File: config.mk
export PLATFORM = sky130hd
export DESIGN_NAME = branch_target_buffer_sa
export DESIGN_NICKNAME = d
export VERILOG_FILES = /design/src/rtl/maverickOne_pkg.sv /design/src/rtl/btb_replacement.sv /design/src/rtl/branch_target_buffer_sa.sv
export SDC_FILE = /design/constraint.sdc
export NUM_CORES = 2
export LEC_CHECK = 0
export BUFFER_PORTS_ARGS = -buffer_cell sky130_fd_sc_hd__buf_2
export CORE_ASPECT_RATIO = 1.25
export CORE_MARGIN = 3
export CORE_UTILIZATION = 45
export CTS_CLUSTER_DIAMETER = 200
export DETAILED_ROUTE_END_ITERATION = 16
export PLACE_DENSITY = 0.71
export SLEW_MARGIN = 20
export SYNTH_ARGS = -nofsm -noshare
export SYNTH_HDL_FRONTEND = slang
export SYNTH_SLANG_ARGS = --single-unit
File: constraint.sdc
create_clock -name clk_i -period 5.9 [get_ports clk_i]
set_clock_uncertainty 0.05 [all_clocks]
set_input_delay 0.295 -clock clk_i [delete_from_list [all_inputs] [get_ports clk_i]]
set_output_delay 0.295 -clock clk_i [all_outputs]
set_load 0.005 [all_outputs]
File: src/rtl/maverickOne_pkg.sv
// maverickOne shared definitions.
// BTB geometry, counter type and helpers.
package maverickOne_pkg;

  localparam int unsigned XLEN         = 32;
  localparam int unsigned NUM_BTB_SETS = 16;
  localparam int unsigned NUM_BTB_WAYS = 2;

  typedef logic [1:0] btb_ctr_t;

  localparam btb_ctr_t BTB_CTR_WEAK_TAKEN = 2'b10;

  function automatic btb_ctr_t btb_ctr_next(
    input btb_ctr_t c,
    input logic     taken
  );
    btb_ctr_t n;
    n = c;
    if (taken && c != 2'b11)
      n = c + 2'b01;
    else if (!taken && c != 2'b00)
      n = c - 2'b01;
    return n;
  endfunction

endpackage

File: src/rtl/btb_replacement.sv
// Per-set BTB replacement state.
// Ports: lk_* lookup touch, up_* update touch,
//   full_alloc_i alloc into full set, victim_o.
// BTB_PLRU_EN: tree pseudo-LRU, else round-robin.
module btb_replacement
  import maverickOne_pkg::*;
#(
  parameter  int unsigned NUM_WAYS = NUM_BTB_WAYS,
  localparam int unsigned WAY_W    = $clog2(NUM_WAYS)
) (
  input  logic             clk_i,
  input  logic             arst_ni,
  input  logic             lk_touch_i,
  input  logic [WAY_W-1:0] lk_way_i,
  input  logic             up_touch_i,
  input  logic [WAY_W-1:0] up_way_i,
  input  logic             full_alloc_i,
  output logic [WAY_W-1:0] victim_o
);

`ifdef BTB_PLRU_EN
  localparam int unsigned NB = NUM_WAYS - 1;

  logic [NB-1:0] r_tree;
  logic [NB-1:0] w_t1;
  logic [NB-1:0] w_t2;
  logic          w_unused;

  // Node bit points at the LRU child:
  // 0 -> left subtree, 1 -> right subtree.
  function automatic logic [NB-1:0] touch(
    input logic [NB-1:0]    t,
    input logic [WAY_W-1:0] w
  );
    logic [NB-1:0] r;
    int unsigned   n;
    logic          d;
    r = t;
    n = 0;
    for (int l = 0; l < WAY_W; l++) begin
      d = w[WAY_W-1-l];
      for (int k = 0; k < NB; k++)
        if (k == n) r[k] = ~d;
      n = 2 * n + (d ? 2 : 1);
    end
    return r;
  endfunction

  function automatic logic [WAY_W-1:0] leaf(
    input logic [NB-1:0] t
  );
    logic [WAY_W-1:0] v;
    int unsigned      n;
    logic             d;
    v = '0;
    n = 0;
    for (int l = 0; l < WAY_W; l++) begin
      d = 1'b0;
      for (int k = 0; k < NB; k++)
        if (k == n) d = t[k];
      v[WAY_W-1-l] = d;
      n = 2 * n + (d ? 2 : 1);
    end
    return v;
  endfunction

  // Update touch lands after the lookup touch.
  assign w_t1 = lk_touch_i ? touch(r_tree, lk_way_i) : r_tree;
  assign w_t2 = up_touch_i ? touch(w_t1, up_way_i) : w_t1;

  always_ff @(posedge clk_i or negedge arst_ni)
    if (!arst_ni) r_tree <= '0;
    else          r_tree <= w_t2;

  assign victim_o = leaf(r_tree);
  assign w_unused = full_alloc_i;
`else
  logic [WAY_W-1:0] r_ptr;
  logic             w_unused;

  always_ff @(posedge clk_i or negedge arst_ni)
    if (!arst_ni)          r_ptr <= '0;
    else if (full_alloc_i) r_ptr <= r_ptr + WAY_W'(1);

  assign victim_o = r_ptr;
  assign w_unused = ^{lk_touch_i, lk_way_i,
                      up_touch_i, up_way_i};
`endif

endmodule

File: src/rtl/branch_target_buffer_sa.sv
// Set-associative BTB with 2-bit counters.
// Ports: pc_i lookup -> hit/taken/target;
//   upd_* train port -> redirect_o/redirect_pc_o.
// BTB_PLRU_EN selects PLRU, else round-robin.
module branch_target_buffer_sa
  import maverickOne_pkg::*;
#(
  parameter int unsigned XLEN     = maverickOne_pkg::XLEN,
  parameter int unsigned NUM_SETS = NUM_BTB_SETS,
  parameter int unsigned NUM_WAYS = NUM_BTB_WAYS
) (
  input  logic            clk_i,
  input  logic            arst_ni,
  input  logic            flush_i,
  input  logic [XLEN-1:0] pc_i,
  input  logic            lookup_valid_i,
  output logic            hit_o,
  output logic            predict_taken_o,
  output logic [XLEN-1:0] target_o,
  input  logic            upd_valid_i,
  input  logic [XLEN-1:0] upd_pc_i,
  input  logic [XLEN-1:0] upd_target_i,
  input  logic            upd_taken_i,
  input  logic            upd_pred_taken_i,
  input  logic [XLEN-1:0] upd_pred_target_i,
  output logic            redirect_o,
  output logic [XLEN-1:0] redirect_pc_o
);

  localparam int unsigned IDX_W = $clog2(NUM_SETS);
  localparam int unsigned WAY_W = $clog2(NUM_WAYS);
  localparam int unsigned TAG_W = XLEN - IDX_W - 2;
  localparam int unsigned TGT_W = XLEN - 2;

  logic [NUM_WAYS-1:0] r_valid [NUM_SETS];
  btb_ctr_t            r_ctr   [NUM_SETS][NUM_WAYS];
  logic [TAG_W-1:0]    r_tag   [NUM_SETS][NUM_WAYS];
  logic [TGT_W-1:0]    r_tgt   [NUM_SETS][NUM_WAYS];

  logic [IDX_W-1:0] w_idx;
  logic [TAG_W-1:0] w_tag;
  logic             w_hit;
  logic [WAY_W-1:0] w_hit_way;

  logic [IDX_W-1:0] w_uidx;
  logic [TAG_W-1:0] w_utag;
  logic             w_uhit;
  logic [WAY_W-1:0] w_uhit_way;
  logic             w_has_inv;
  logic [WAY_W-1:0] w_inv_way;
  logic [WAY_W-1:0] w_victim [NUM_SETS];
  logic [WAY_W-1:0] w_wr_way;
  logic             w_wr;
  logic             w_alloc;

  logic [XLEN-1:0]  w_pc4;
  logic [XLEN-1:0]  w_actual;
  logic [XLEN-1:0]  w_pred;
  logic             w_unused;

  assign w_idx  = pc_i[IDX_W+1:2];
  assign w_tag  = pc_i[XLEN-1:IDX_W+2];
  assign w_uidx = upd_pc_i[IDX_W+1:2];
  assign w_utag = upd_pc_i[XLEN-1:IDX_W+2];

  always_comb begin
    w_hit     = 1'b0;
    w_hit_way = '0;
    for (int w = 0; w < NUM_WAYS; w++)
      if (r_valid[w_idx][w] &&
          r_tag[w_idx][w] == w_tag) begin
        w_hit     = 1'b1;
        w_hit_way = WAY_W'(w);
      end
  end

  assign hit_o = w_hit;
  assign predict_taken_o =
    w_hit & r_ctr[w_idx][w_hit_way][1];
  assign target_o = w_hit ?
    {r_tgt[w_idx][w_hit_way], 2'b00} : '0;

  always_comb begin
    w_uhit     = 1'b0;
    w_uhit_way = '0;
    for (int w = 0; w < NUM_WAYS; w++)
      if (r_valid[w_uidx][w] &&
          r_tag[w_uidx][w] == w_utag) begin
        w_uhit     = 1'b1;
        w_uhit_way = WAY_W'(w);
      end
  end

  // Descending scan so the lowest invalid way wins.
  always_comb begin
    w_has_inv = 1'b0;
    w_inv_way = '0;
    for (int w = NUM_WAYS - 1; w >= 0; w--)
      if (!r_valid[w_uidx][w]) begin
        w_has_inv = 1'b1;
        w_inv_way = WAY_W'(w);
      end
  end

  assign w_wr_way = w_uhit    ? w_uhit_way :
                    w_has_inv ? w_inv_way  :
                                w_victim[w_uidx];

  // Flush drops the update entirely.
  assign w_wr    = upd_valid_i & ~flush_i &
                   (w_uhit | upd_taken_i);
  assign w_alloc = w_wr & ~w_uhit;

  always_ff @(posedge clk_i or negedge arst_ni)
    if (!arst_ni) begin
      for (int s = 0; s < NUM_SETS; s++) begin
        r_valid[s] <= '0;
        for (int w = 0; w < NUM_WAYS; w++)
          r_ctr[s][w] <= '0;
      end
    end else if (flush_i) begin
      for (int s = 0; s < NUM_SETS; s++)
        r_valid[s] <= '0;
    end else if (w_wr) begin
      if (w_alloc) begin
        r_valid[w_uidx][w_wr_way] <= 1'b1;
        r_ctr[w_uidx][w_wr_way]   <= BTB_CTR_WEAK_TAKEN;
      end else begin
        r_ctr[w_uidx][w_wr_way] <=
          btb_ctr_next(r_ctr[w_uidx][w_wr_way],
                       upd_taken_i);
      end
    end

  // Tag/target are qualified by valid; no reset.
  always_ff @(posedge clk_i)
    if (w_wr && upd_taken_i) begin
      r_tag[w_uidx][w_wr_way] <= w_utag;
      r_tgt[w_uidx][w_wr_way] <= upd_target_i[XLEN-1:2];
    end

  for (genvar s = 0; s < NUM_SETS; s++) begin : g_rep
    btb_replacement #(
      .NUM_WAYS (NUM_WAYS)
    ) u_rep (
      .clk_i,
      .arst_ni,
      .lk_touch_i   (lookup_valid_i & w_hit &
                     (w_idx == IDX_W'(s))),
      .lk_way_i     (w_hit_way),
      .up_touch_i   (w_wr & (w_uidx == IDX_W'(s))),
      .up_way_i     (w_wr_way),
      .full_alloc_i (w_alloc & ~w_has_inv &
                     (w_uidx == IDX_W'(s))),
      .victim_o     (w_victim[s])
    );
  end

  assign w_pc4    = upd_pc_i + XLEN'(4);
  assign w_actual = upd_taken_i ? upd_target_i : w_pc4;
  assign w_pred   = upd_pred_taken_i ?
                    upd_pred_target_i : w_pc4;

  assign redirect_o    = upd_valid_i & (w_actual != w_pred);
  assign redirect_pc_o = w_actual;

  assign w_unused = ^pc_i[1:0];

endmodule

# Word-level counts from Yosys, hierarchy flattened
# Memories as Yosys holds them, arrays and structs flattened.
# Cells that the tools add are included.
totals:
  reg_bits: 112
  mem_bits_rw: 1792
  n_memories: 2
classes:
  addsub: 19
  magnitude_cmp: 8
  eq_ne: 21
  mux: 63
  bitwise: 34
  n_reduce_logical: 17
memory_table:
  columns: ["name", "words", "word_bits", "rd", "rd_ports_with_merged_regs", "write_ports", "line_no", "rtl"]
  rows:
  - ["r_tgt", 16, 60, 1, 0, 1, "branch_target_buffer_sa.sv:38", "logic [TGT_W-1:0] r_tgt [NUM_SETS][NUM_WAYS];"]
  - ["r_tag", 16, 52, 2, 0, 1, "branch_target_buffer_sa.sv:37", "logic [TAG_W-1:0] r_tag [NUM_SETS][NUM_WAYS];"]
ops:
  columns: ["op", "count"]
  rows:
  - ["32-bit two-way mux", 6]
  - ["30-bit two-way mux", 4]
  - ["26-bit == test", 4]
  - ["64-bit bitwise mux", 1]
  - ["64-bit two-way mux", 1]
  - ["32-bit OR", 2]
  - ["60-bit two-way mux", 1]
  - ["52-bit two-way mux", 1]
  - ["2-bit two-way mux", 17]
  - ["32-bit by 3-bit adder with 32-bit output (second input constant)", 1]
  - ["32-bit AND", 1]
  - ["4-bit binary-select mux with 4-bit select", 2]
  - ["4-bit == test (second input constant)", 8]
  - ["32-bit inequality test", 1]
  - ["32-bit inverter", 1]
  - ["30-bit demux with 1-bit select", 1]
  - ["26-bit demux with 1-bit select", 1]
  - ["26-bit two-way mux", 1]
  - ["1-bit AND", 22]
  - ["4-bit two-way mux", 5]
  - ["1-bit adder (second input constant)", 16]
  - ["2-bit binary-select mux with 4-bit select", 2]
  - ["4-bit demux with 4-bit select", 1]
  - ["4-bit by 3-bit == test with 1-bit output (second input constant)", 4]
  - ["25 further kinds", 58]

# Logic depth before layout (Yosys ltp)
depth:
  ltp_word: 21
  depth_mapped: 22
  ltp_nobuf: 16

# Modules after synthesis
# From an unflattened synthesis, not the netlist that was laid out.
hier_totals:
  hier_cells: 4379
  hier_area_um2: 85188.0
by_module_without_submodules:
  columns: ["mod", "n_inst", "cells_each", "area_per_inst_um2"]
  rows:
  - ["branch_target_buffer_sa", 1, 4347, 84647.4]
  - ["btb_replacement", 16, 2, 33.8]

# Worst setup path after synthesis
# No wires, ideal clock.
synth_timing:
  path_type: "input port to flip-flop"
  startpoint: "in upd_pc_i[2]"
  endpoint: "mem r_tag[3][0] (netlist name) (enable)"
  setup_time_ns: 0.470
  arrival_ns: 5.619
  path_slack_ns: -0.239
  path_stages: 13
  path_buffers: 4
  path_cell_list: "buf_6 buf_6 buf_2 mux4_2 a22oi_1 a21oi_1 nor4b_1 o2111ai_1 or4b_1 nand2_1 nand3_1 clkbuf_1 nor2_1"
synth_via:
  elab_chain_cells: 14
  elab_cells_between_ends: 31
synth_lines:
  columns: ["element", "line_no", "rtl"]
  rows:
  - ["from (decl)", "branch_target_buffer_sa.sv:21", "input logic [XLEN-1:0] upd_pc_i,"]
  - ["branches (longest 14 deep; another with memory read 16 x 52 bit)", null, null]
  - ["to (decl)", "branch_target_buffer_sa.sv:37", null]
# Parallel ways; which one is timed is not known. The select of a mux whose other input is x is not followed.

==> results.json <==
{
  "status": "finished, final reports clean",
  "ir_worst_vdd_uv": 314.3,
  "postLayoutCoreUtil": 0.5237,
  "power_w": 0.02902,
  "period_minus_slack_ns": 5.422,
  "cap_violations": 0,
  "multi_input_area_mm2": 0.02706,
  "detail-route-antenna-nets": 0,
  "hold_viol_final": 0,
  "switching_share": 0.2299,
  "crit_path_start_kind": "register",
  "synthFlopType": "edfxtp_1",
  "cp_data_required_time_ns": 6.54,
  "drc": 0,
  "synthTopCellsByCount": "1792 x edfxtp_1, 763 x mux4_2, 147 x mux2i_1",
  "wl_per_cell_um": 34.82,
  "grt_pass1_vias": 48470,
  "end_kind": "register",
  "arrival_ns": 6.06,
  "slew_violations": 0,
  "path_buf_inv": 4,
  "fin_crit_sh": 0.9190,
  "drive_gt1_frac": 0.3555,
  "cts_buffers": 181,
  "grtUsageTotal": 0.2613,
  "synth-seq-cells": 1904,
  "grt_antenna_before_repair": 11,
  "crit_fanout": 32,
  "die_y_um": 491.9,
  "gr-total-overflow": 0,
  "yosysTopAreaCellShare": 0.6330,
  "synth_edf_count": 1792,
  "tns_ns": 0,
  "dp_hpwl_um": 156900,
  "seqPwrFrac": 0.513,
  "first_iter_violations": 6800,
  "regArea_mm2": 0.05661,
  "whs_ns": 0.05266,
  "htree_levels": 4,
  "ios": 202,
  "ctsResizeCount": 0,
  "hold_depth": 1,
  "p_sw_w": 0.006671,
  "powerDensity_mw_per_mm2": 296.5,
  "cp_num_cells": 18,
  "avgViaCountPerCell": 6.611,
  "holdCritPathClass": "input port to register",
  "synth_largest_area_cell": "edfxtp_1",
  "num_rows": 177,
  "cts.sinks": 1904,
  "setup_viol": 0,
  "synthTopCellsByArea": "edfxtp_1 63%, mux4_2 20%, dfrtp_1 3.3%, mux2_2 1.8%, mux2i_1 1.7%",
  "netlist_area_mm2": 0.08501,
  "p_int_w": 0.02235,
  "netlist-cell-type-count": 89,
  "grt_pass1_wl_um": 362200,
  "vias": 48370,
  "syn_to_final_growth_pct": 15.14,
  "clock-root-buffer": "clkbuf_16",
  "leakagePower_nw": 32.03,
  "clockPowerShare": 0.405,
  "dr.pass1.iters": 6,
  "clock_latency_ns": 0.87,
  "fillers": 14570,
  "cts.reportedPaths.clkPinSlew_ns": 0.06,
  "start_util": 0.4548,
  "ff2ff_setup_slack_ns": 0.48,
  "p_comb_frac": 0.082,
  "yosys_warnings": 0,
  "nets": 4797,
  "synthCells": 4216,
  "rr_worst_depth": 18,
  "die-area_mm2": 0.1942,
  "gp_congestion": 0.9364,
  "tritoncts": "done",
  "grt_start_max_net_pins": 145,
  "tightest_slew_ns": 1.169,
  "clock.fmax_mhz": 184.4,
  "cts_buffer_depth": 3,
  "crit_chain": "mux4_1, a22o_1, a221oi_1, xnor2_1, nand2b_1, nor4_1, buf_4, or4b_1, buf_4, nand2_1, mux2_2, inv_1, ha_1, nor2_1, or4_1, a31o_2, buf_12, mux2_2",
  "cp_slowest_cell": "or4b_1",
  "ys_seq_area_frac": 0.6660,
  "numPortBuffers": 196,
  "fp.dieW_um": 394.7,
  "synth_most_common_cell": "edfxtp_1",
  "critical_path_class": "register to register",
  "avgSynthCellArea_um2": 20.16,
  "cp_top_family": "simple AND/OR/NAND/NOR gates",
  "rsz0062_at_grt": "false",
  "core_area_mm2": 0.1869,
  "slowest_delay_ns": 0.58,
  "async_flop_share": 0.05882,
  "relSlewSlack": 0.2193,
  "wl_um": 254800
}
flip-flops by register name, indices dropped and copies added, names as in the netlist:
register              count
r_tag                   832
r_tgt                   960
r_ctr                    64
r_valid                  32
g_rep.u_rep.victim_o     16
kinds of logic (layout without fill, tap and decap cells):
| kind of cell | Yosys count | in the layout | synth area share |
|---|---|---|---|
| other | 1 | 6 | 0.00004411 |
| adders and majority gates | 6 | 6 | 0.0008831 |
| DFF | 1904 | 1904 | 0.6660 |
| muxes | 1064 | 1064 | 0.2425 |
| buffers and inverters | 319 | 909 | 0.01875 |
| and+or+nand+nor | 431 | 431 | 0.02679 |
| xor gates and xnor gates | 208 | 208 | 0.02152 |
| AOI/OAI and AO/OA | 283 | 283 | 0.02355 |
worst reg2reg max path, cell delays in order (launching register included):
cell,delay [ns]
edfxtp_1,0.40
mux4_1,0.53
a22o_1,0.24
a221oi_1,0.42
xnor2_1,0.26
nand2b_1,0.21
nor4_1,0.28
buf_4,0.16
or4b_1,0.58
buf_4,0.21
nand2_1,0.10
mux2_2,0.36
inv_1,0.06
ha_1,0.16
nor2_1,0.06
or4_1,0.42
a31o_2,0.29
buf_12,0.16
mux2_2,0.30
metal layers:
| layer | global-route usage | wire (µm) | vias to the layer above |
|---|---|---|---|
| li1 | - | - | 18730 |
| met2 | 0.4054 | 119400 | 3376 |
| met1 | 0.3569 | 94130 | 25660 |
| met4 | 0.1205 | 13230 | 4 |
| met3 | 0.05565 | 28030 | 598 |
| met5 | 0 | 27 | - |
area by class of cell:
type                       instances  share of cell area
tap                             2506             0.03203
timing repair buffer             547             0.05074
clock buffer                     219             0.04805
antenna                            4           0.0001023
clock inverter                   115             0.01312
multi-input combinational       1994              0.2765
sequential                      1904              0.5784
inverter                          28            0.001087
path summary, 6_finish.rpt:
check                                             start                      end
worst max-delay path                       r_tag[6][20]                 r_ctr[5]
worst min-delay path                       upd_pc_i[18]             r_tag[0][12]
worst max register to register             r_tag[6][20]                 r_ctr[5]
worst min register to register  g_rep[1].u_rep.victim_o  g_rep[1].u_rep.victim_o
max in group asynchronous                       arst_ni                r_ctr[54]
min in group asynchronous                       arst_ni                r_ctr[42]
per-stage QoR:
step / cell area, µm² / instances / setup WS, ns
final: 97880 / 7317 / 0.4780
after global routing: 97870 / 7315 / 0.2713
after CTS: 97870 / 7313 / 0.5192
after detailed placement: 91310 / 6922 / 0.07978
after global placement: 91310 / 6922 / 0.1314
after floorplan: 85010 / 4217 / -0.2390
power by group through the flow:
stage | Combinational (W) | Clock, W | Sequential, W
final | 0.00239 | 0.0117 | 0.0149
after global routing | 0.00251 | 0.0124 | 0.0149
after CTS | 0.00238 | 0.0119 | 0.0149
after detailed placement | 0.00234 | 0 | 0.0152
after global placement | 0.00231 | 0 | 0.0152
after floorplan | 0.00139 | 0 | 0.0152
cell usage in the layout (no fill, tap or decap), types with 32 or more instances in the layout:
master and n:
edfxtp_1 1792, a21oi_1 35, xnor2_1 121, mux2_2 139, nand2_1 86, nor2_4 32, a22oi_1 49, mux2i_1 146
nor4_1 32, buf_2 188, nor2b_1 53, xor2_1 86, a31oi_1 44, dlygate4sd3_1 57, dfrtp_1 112, nor2_1 69
buf_4 204, buf_12 91, clkbuf_1 36, clkbuf_16 182, nand4_1 41, mux4_2 763, clkinv_1 46
repair_timing:
action                     4_1_cts  5_1_grt
setup endpoints to repair        0        0
buffers inserted                 0        0
hold endpoints to repair      1421        0
hold buffers                    57        0
Note: power is estimated with default switching activity, not from simulation.
